`src/rtl/fixed_point_divider_if.sv`:
```
// fixed_point_divider_if: start/done handshake and operand/result bus of the Q16.16 divider
interface fixed_point_divider_if #(parameter int WIDTH = 32);
    logic             i_start;
    logic [WIDTH-1:0] din_1;
    logic [WIDTH-1:0] din_2;
    logic [WIDTH-1:0] dout;
    logic             o_busy;
    logic             o_done;
    logic             o_div_zero;
    modport master (output i_start, din_1, din_2, input dout, o_busy, o_done, o_div_zero);
    modport slave (input i_start, din_1, din_2, output dout, o_busy, o_done, o_div_zero);
endinterface

```
`src/rtl/fixed_point_divider.sv`:
```
// fixed_point_divider: sequential signed fixed-point divider, one restoring quotient bit per clock
module fixed_point_divider #(
    parameter int WIDTH     = 32,
    parameter int FRAC_BITS = 16
) (
    input logic i_clk,
    input logic i_rst,
    fixed_point_divider_if.slave bus
);
    localparam int DW = WIDTH + FRAC_BITS;
    localparam int CW = $clog2(DW);
    localparam logic [CW-1:0] LAST = CW'(DW - 1);
    localparam logic [1:0] IDLE = 2'd0, CALC = 2'd1, DONE = 2'd2;
    localparam logic [WIDTH-1:0] MAX_POS = {1'b0, {(WIDTH-1){1'b1}}};
    localparam logic [WIDTH-1:0] MAX_NEG = {1'b1, {(WIDTH-1){1'b0}}};
    logic [1:0]       state;
    logic [CW-1:0]    cnt;
    logic             sign, dz, neg_a;
    logic [WIDTH-1:0] mag_b, rem;
    logic [DW-1:0]    dvd, quo;
    logic [WIDTH-1:0] mag_in_a, mag_in_b, res;
    logic [WIDTH:0]   trial, diff;
    logic             take, ovf_pos, ovf_neg, zero_in;
    // Unsigned negation maps the most negative operand to exactly 2^(WIDTH-1)
    assign mag_in_a = bus.din_1[WIDTH-1] ? -bus.din_1 : bus.din_1;
    assign mag_in_b = bus.din_2[WIDTH-1] ? -bus.din_2 : bus.din_2;
    assign zero_in  = bus.din_2 == '0;
    assign trial    = {rem, dvd[DW-1]};
    assign diff     = trial - {1'b0, mag_b};
    assign take     = trial >= {1'b0, mag_b};
    assign ovf_pos  = quo > DW'(MAX_POS);
    assign ovf_neg  = quo > DW'(MAX_NEG);
    assign res = dz   ? (neg_a ? MAX_NEG : MAX_POS) :
                 sign ? (ovf_neg ? MAX_NEG : -quo[WIDTH-1:0]) :
                        (ovf_pos ? MAX_POS : quo[WIDTH-1:0]);
    // A zero divisor enters CALC on its last count so its result lands one cycle later than acceptance+1
    always_ff @(posedge i_clk or posedge i_rst) begin
        if (i_rst) begin
            state          <= IDLE;
            cnt            <= '0;
            sign           <= 1'b0;
            dz             <= 1'b0;
            neg_a          <= 1'b0;
            mag_b          <= '0;
            rem            <= '0;
            dvd            <= '0;
            quo            <= '0;
            bus.dout       <= '0;
            bus.o_busy     <= 1'b0;
            bus.o_done     <= 1'b0;
            bus.o_div_zero <= 1'b0;
        end else begin
            bus.o_done <= 1'b0;
            case (state)
                IDLE: if (bus.i_start) begin
                    sign       <= bus.din_1[WIDTH-1] ^ bus.din_2[WIDTH-1];
                    neg_a      <= bus.din_1[WIDTH-1];
                    dz         <= zero_in;
                    mag_b      <= mag_in_b;
                    dvd        <= {mag_in_a, {FRAC_BITS{1'b0}}};
                    rem        <= '0;
                    quo        <= '0;
                    cnt        <= zero_in ? LAST : '0;
                    bus.o_busy <= 1'b1;
                    state      <= CALC;
                end
                CALC: begin
                    rem   <= take ? diff[WIDTH-1:0] : trial[WIDTH-1:0];
                    quo   <= {quo[DW-2:0], take};
                    dvd   <= dvd << 1;
                    cnt   <= cnt + 1'b1;
                    state <= cnt == LAST ? DONE : CALC;
                end
                DONE: begin
                    bus.dout       <= res;
                    bus.o_div_zero <= dz;
                    bus.o_done     <= 1'b1;
                    bus.o_busy     <= 1'b0;
                    state          <= IDLE;
                end
                default: state <= IDLE;
            endcase
        end
    end
endmodule
```
`src/flat_wrapper.sv`:
```
// flat-port wrapper written by rule: the top's interface ports become plain ports
module fixed_point_divider_flat 
#(
    parameter int WIDTH     = 32,
    parameter int FRAC_BITS = 16
)
  (i_clk, i_rst, bus_i_start, bus_din_1, bus_din_2, bus_dout, bus_o_busy, bus_o_done, bus_o_div_zero);
  fixed_point_divider_if #(.WIDTH(WIDTH)) bus_i ();
  input logic i_clk;
  input logic i_rst;
  input wire logic [$bits(bus_i.i_start)-1:0] bus_i_start;
  input wire logic [$bits(bus_i.din_1)-1:0] bus_din_1;
  input wire logic [$bits(bus_i.din_2)-1:0] bus_din_2;
  output wire logic [$bits(bus_i.dout)-1:0] bus_dout;
  output wire logic [$bits(bus_i.o_busy)-1:0] bus_o_busy;
  output wire logic [$bits(bus_i.o_done)-1:0] bus_o_done;
  output wire logic [$bits(bus_i.o_div_zero)-1:0] bus_o_div_zero;
  assign bus_i.i_start = bus_i_start;
  assign bus_i.din_1 = bus_din_1;
  assign bus_i.din_2 = bus_din_2;
  assign bus_dout = bus_i.dout;
  assign bus_o_busy = bus_i.o_busy;
  assign bus_o_done = bus_i.o_done;
  assign bus_o_div_zero = bus_i.o_div_zero;
  fixed_point_divider #(.WIDTH(WIDTH), .FRAC_BITS(FRAC_BITS)) u_core (.i_clk(i_clk), .i_rst(i_rst), .bus(bus_i));
endmodule
```
`config.mk`:
```
export PLATFORM = sky130hd
export DESIGN_NAME = fixed_point_divider_flat
export DESIGN_NICKNAME = d
export VERILOG_FILES = /design/src/rtl/fixed_point_divider_if.sv /design/src/rtl/fixed_point_divider.sv /design/src/flat_wrapper.sv
export SDC_FILE = /design/constraint.sdc
export NUM_CORES = 1
export LEC_CHECK = 0
export ABC_AREA = 1
export ABC_CLOCK_PERIOD_IN_PS = 7300
export BUFFER_PORTS_ARGS = -buffer_cell sky130_fd_sc_hd__buf_2
export CAP_MARGIN = 15
export CORE_ASPECT_RATIO = 0.6
export CORE_MARGIN = 10
export CORE_UTILIZATION = 55
export DETAILED_ROUTE_END_ITERATION = 12
export PLACE_DENSITY = 0.73
export SLEW_MARGIN = 20
export SYNTH_ARGS = -nofsm -noshare
export SYNTH_HDL_FRONTEND = slang
export SYNTH_SLANG_ARGS = --single-unit
```
`constraint.sdc`:
```
create_clock -name i_clk -period 7.3 [get_ports i_clk]
set_input_delay 1.095 -clock i_clk [delete_from_list [all_inputs] [get_ports i_clk]]
set_output_delay 1.095 -clock i_clk [all_outputs]
set_load 0.01 [all_outputs]
```
==> flow_summary_export.csv <==
group,metric,value,unit
finish,area_growth,9.41,%
logic_synthesis,synth.yosys.seq_area_share,0.356,
global_routing,antenna_found_initial,1,
worst_setup_path,cp_num_buf_inv,0,
sta,tns,0,ns
worst_setup_path,worstPathRequired,7.64,ns
logic_synthesis,synthTopCellsByArea,"dfrtp_1 36%, nand2_1 17%, inv_1 7.2%",
global_routing,overflow,0,
clock_tree,ctsHoldBuffers,0,
sta,hold_viol,0,
status,status,"finished clean",
place,pre_cts_slack,3.57,ns
worst_setup_path,path_class,"reg2reg",
logic_synthesis,synth_edf_count,0,
clock_tree,postCtsSetupRepairBufs,0,
sta,finalSetupViolations,0,
min_path,hold_class,"reg2reg",
global_routing,track_usage,0.261,
worst_setup_path,crit_arrival,4.25,ns
place,placed_area,14000,um2
clock_tree,tritoncts,"built",
sta,finalClockSkew,0.0109,ns
floorplanning,io_pins,102,
sta,rsz0062_at_grt,"no",
global_routing,grt_pass1_wl,66.1,mm
floorplanning,initial_core_util,0.555,
logic_synthesis,synth_fp_nets,2128,
routing,wire_per_inst,17.3,um
logic_synthesis,async_flop_share,1.00,
logic_synthesis,yosys_register_bits,190,
worst_setup_path,worst_path_dominant_cell_family,"simple AND/OR/NAND/NOR gates",
worst_setup_path,cp_cell_sequence,"ha_1 -> a21oi_1 -> o21ai_0 -> a21oi_1 -> nand2_1 -> nor2_2 -> nand2_4 -> nand2_1 -> nand2_1 -> nand2_1 -> nand2_1",
power,static-leakage-power,7.59,nW
sta,drv_slew,0,
clock_tree,cts_root_buf,"clkbuf_16",
sta,period_share,0.535,
logic_synthesis,yosys.area.top_type,"dfrtp_1",
clock_tree,cts_inserted_buffers,17,
clock_tree,htreeDepth,4,
global_routing,grt_pass1_vias,12100,
floorplanning,chipWidth,221,um
sta,worst_pin_slew,1.16,ns
worst_setup_path,endpoint_kind,"flip-flop",
logic_synthesis,ys.flop_type,"dfrtp_1",
routing,first_pass_iters,5,
power,p_per_area,474,nW/um2
sta,max_freq,256,MHz
clock_tree,postCtsResizedCells,0,
logic_synthesis,yosysTopAreaCellShare,0.356,
worst_setup_path,worst_path_max_delay_cell,"nor2_2",
floorplanning,die_area,31100,um2
routing,drtIter0Drc,1765,
floorplanning,die_y,141,um
sta,slew_headroom,0.225,
routing,vias_per_cell,5.64,
flow_run,cap_violations,0,
routing,drt_wl_total,41.9,mm
floorplanning,core_area,24100,um2
sta,setup_ws,3.39,ns
worst_setup_path,cp_max_fo,33,
finish,nFillCells,2268,
worst_setup_path,crit_top_cell,"nand2_1",
place,numPortBuffers,101,
worst_setup_path,slowest_delay,0.91,ns
finish,fin_area,14600,um2
worst_setup_path,critPathLaunchType,"flip-flop",
global_routing,grt_max_degree,118,
routing,vias,13600,
logic_synthesis,avgSynthCellArea,6.60,um2
logic_synthesis,netlist_instances,2024,
clock_tree,cts_max_path_buffers,2,
power,ir_drop,0.000264,V
sta,fin_crit,3.91,ns
logic_synthesis,yosys_warnings,0,
place,finalWeightedCongestion,1.02,
logic_synthesis,synth_area,13400,um2
place,dp_hpwl,30.8,mm
floorplanning,fp-row-count,44,
logic_synthesis,synth.distinct_cells,39,
clock_tree,cts.sinks,190,
finish,layout.nets,2183,
clock_tree,clkTransAtPathRegs,0.08,ns
routing,drc_errors,0,
finish,drive_above_1_share,0.0880,
routing,ant_nets,0,
clock_tree,clk-insertion-delay-late,0.46,ns
==> sequential cells by signal (all words and copies together), names as in the netlist <==
name	flops
u_core.bus.dout	32
u_core.bus.o_busy	1
u_core.bus.o_div_zero	1
u_core.bus.o_done	1
u_core.cnt	6
u_core.dvd	32
u_core.dz	1
u_core.mag_b	32
u_core.neg_a	1
u_core.quo	48
u_core.rem	32
u_core.sign	1
u_core.state	2
==> worst register-to-register path, delay by kind of cell (launching register included) <==
family / cells / cell delay (ns)
DFF: 1 / 0.41
and+or+nand+nor: 7 / 2.41
adders and majority gates: 1 / 0.37
AOI/OAI and AO/OA: 3 / 0.60
==> cell families (layout without fill, tap and decap cells) <==
logic type / count (synthesis) / after routing / synth area share
simple gates: 1082 / 1082 / 0.337
buf+inv: 334 / 402 / 0.0968
compound gates: 317 / 317 / 0.133
flops: 190 / 190 / 0.356
xor+xnor: 64 / 64 / 0.0420
fa+ha+maj: 37 / 37 / 0.0352
other cells: 0 / 1 / 0
==> report_power, final <==
part	leakage [nW]	internal [mW]	switching, mW
logic	4.92	1.44	2.79
clock network	0.275	0.454	0.473
registers	2.39	1.48	0.293
==> metal layers <==
metal,vias to the layer above,routed length (um),part of all wire,track usage
met2,655,15600,0.37,0.327
met5,-,0,0,0
met4,0,432,0.010,0.0546
met1,6339,20800,0.50,0.415
met3,36,5030,0.12,0.0766
li1,6581,-,-,-
==> cells in the mapped netlist (all sizes together) (2+ instances only) <==
cell and count:
nor4 4, a21oi 80, xor2 47, o211ai 6, nand3b 30, o21bai 4
nand2 607, buf 27, a22oi 4, clkbuf 46, o21a 2, or2 5
ha 36, nor2 256, xnor2 17, clkinv 2, and2 3, a31oi 5
dfrtp 190, nand3 146, o22ai 51, nand4 15, o21ai 162, inv 259
nor3 16
==> stage by stage <==
stage | util | hold WS, ns | total power [mW] | cells
finish | 0.608 | 0.476 | 6.93 | 2415
global route | 0.608 | 0.505 | 7.60 | 2415
CTS | 0.607 | 0.478 | 6.83 | 2414
detailed placement | 0.584 | 0.458 | 5.88 | 2382
global placement | 0.584 | 0.453 | 5.81 | 2382
floorplan | - | 0.449 | 4.88 | 2024
==> cell type report <==
| type | count | area [um2] | area share |
|---|---|---|---|
| Multi-Input combinational cell | 1500 | 7330 | 0.502 |
| Antenna cell | 1 | 2.50 | 0.000171 |
| Timing Repair Buffer | 109 | 566 | 0.0387 |
| Inverter | 261 | 988 | 0.0676 |
| Tap cell | 322 | 403 | 0.0276 |
| Clock buffer | 17 | 425 | 0.0291 |
| Sequential cell | 190 | 4750 | 0.325 |
| Clock inverter | 15 | 146 | 0.0100 |
==> cell usage in the layout (no fill, tap or decap), types with 5 or more instances in the layout <==
cell and n:
nand2_1 601, a21oi_2 19, o211ai_1 6, dfrtp_1 190
nand3_1 145, buf_4 8, nor2_1 248, inv_1 256
nor2_2 5, xnor2_1 17, nor3_1 15, o22ai_1 51
xor2_1 47, o21ai_1 20, ha_1 36, buf_2 101
a31oi_1 5, or2_2 5, o21ai_0 142, nand3b_1 30
a21oi_1 61, nand4_1 15, inv_8 5, clkbuf_16 17
==> worst paths after layout <==
check / end / cells past startpoint / slack, ns / startpoint
max reg2reg: u_core.rem[21]$_DFFE_PP0P_ / 11 / 3.39 / u_core.rem[27]$_DFFE_PP0P_
max: u_core.rem[21]$_DFFE_PP0P_ / 11 / 3.39 / u_core.rem[27]$_DFFE_PP0P_
min in group asynchronous: u_core.dvd[34]$_DFFE_PP0P_ / 2 / 0.78 / i_rst
max in group asynchronous: u_core.quo[16]$_DFFE_PP0P_ / 3 / 4.97 / i_rst
min: u_core.bus.o_busy$_DFFE_PP0P_ / 2 / 0.48 / u_core.bus.o_busy$_DFFE_PP0P_
min reg2reg: u_core.bus.o_busy$_DFFE_PP0P_ / 2 / 0.48 / u_core.bus.o_busy$_DFFE_PP0P_
No activity file was read; power rests on OpenSTA's default activity.
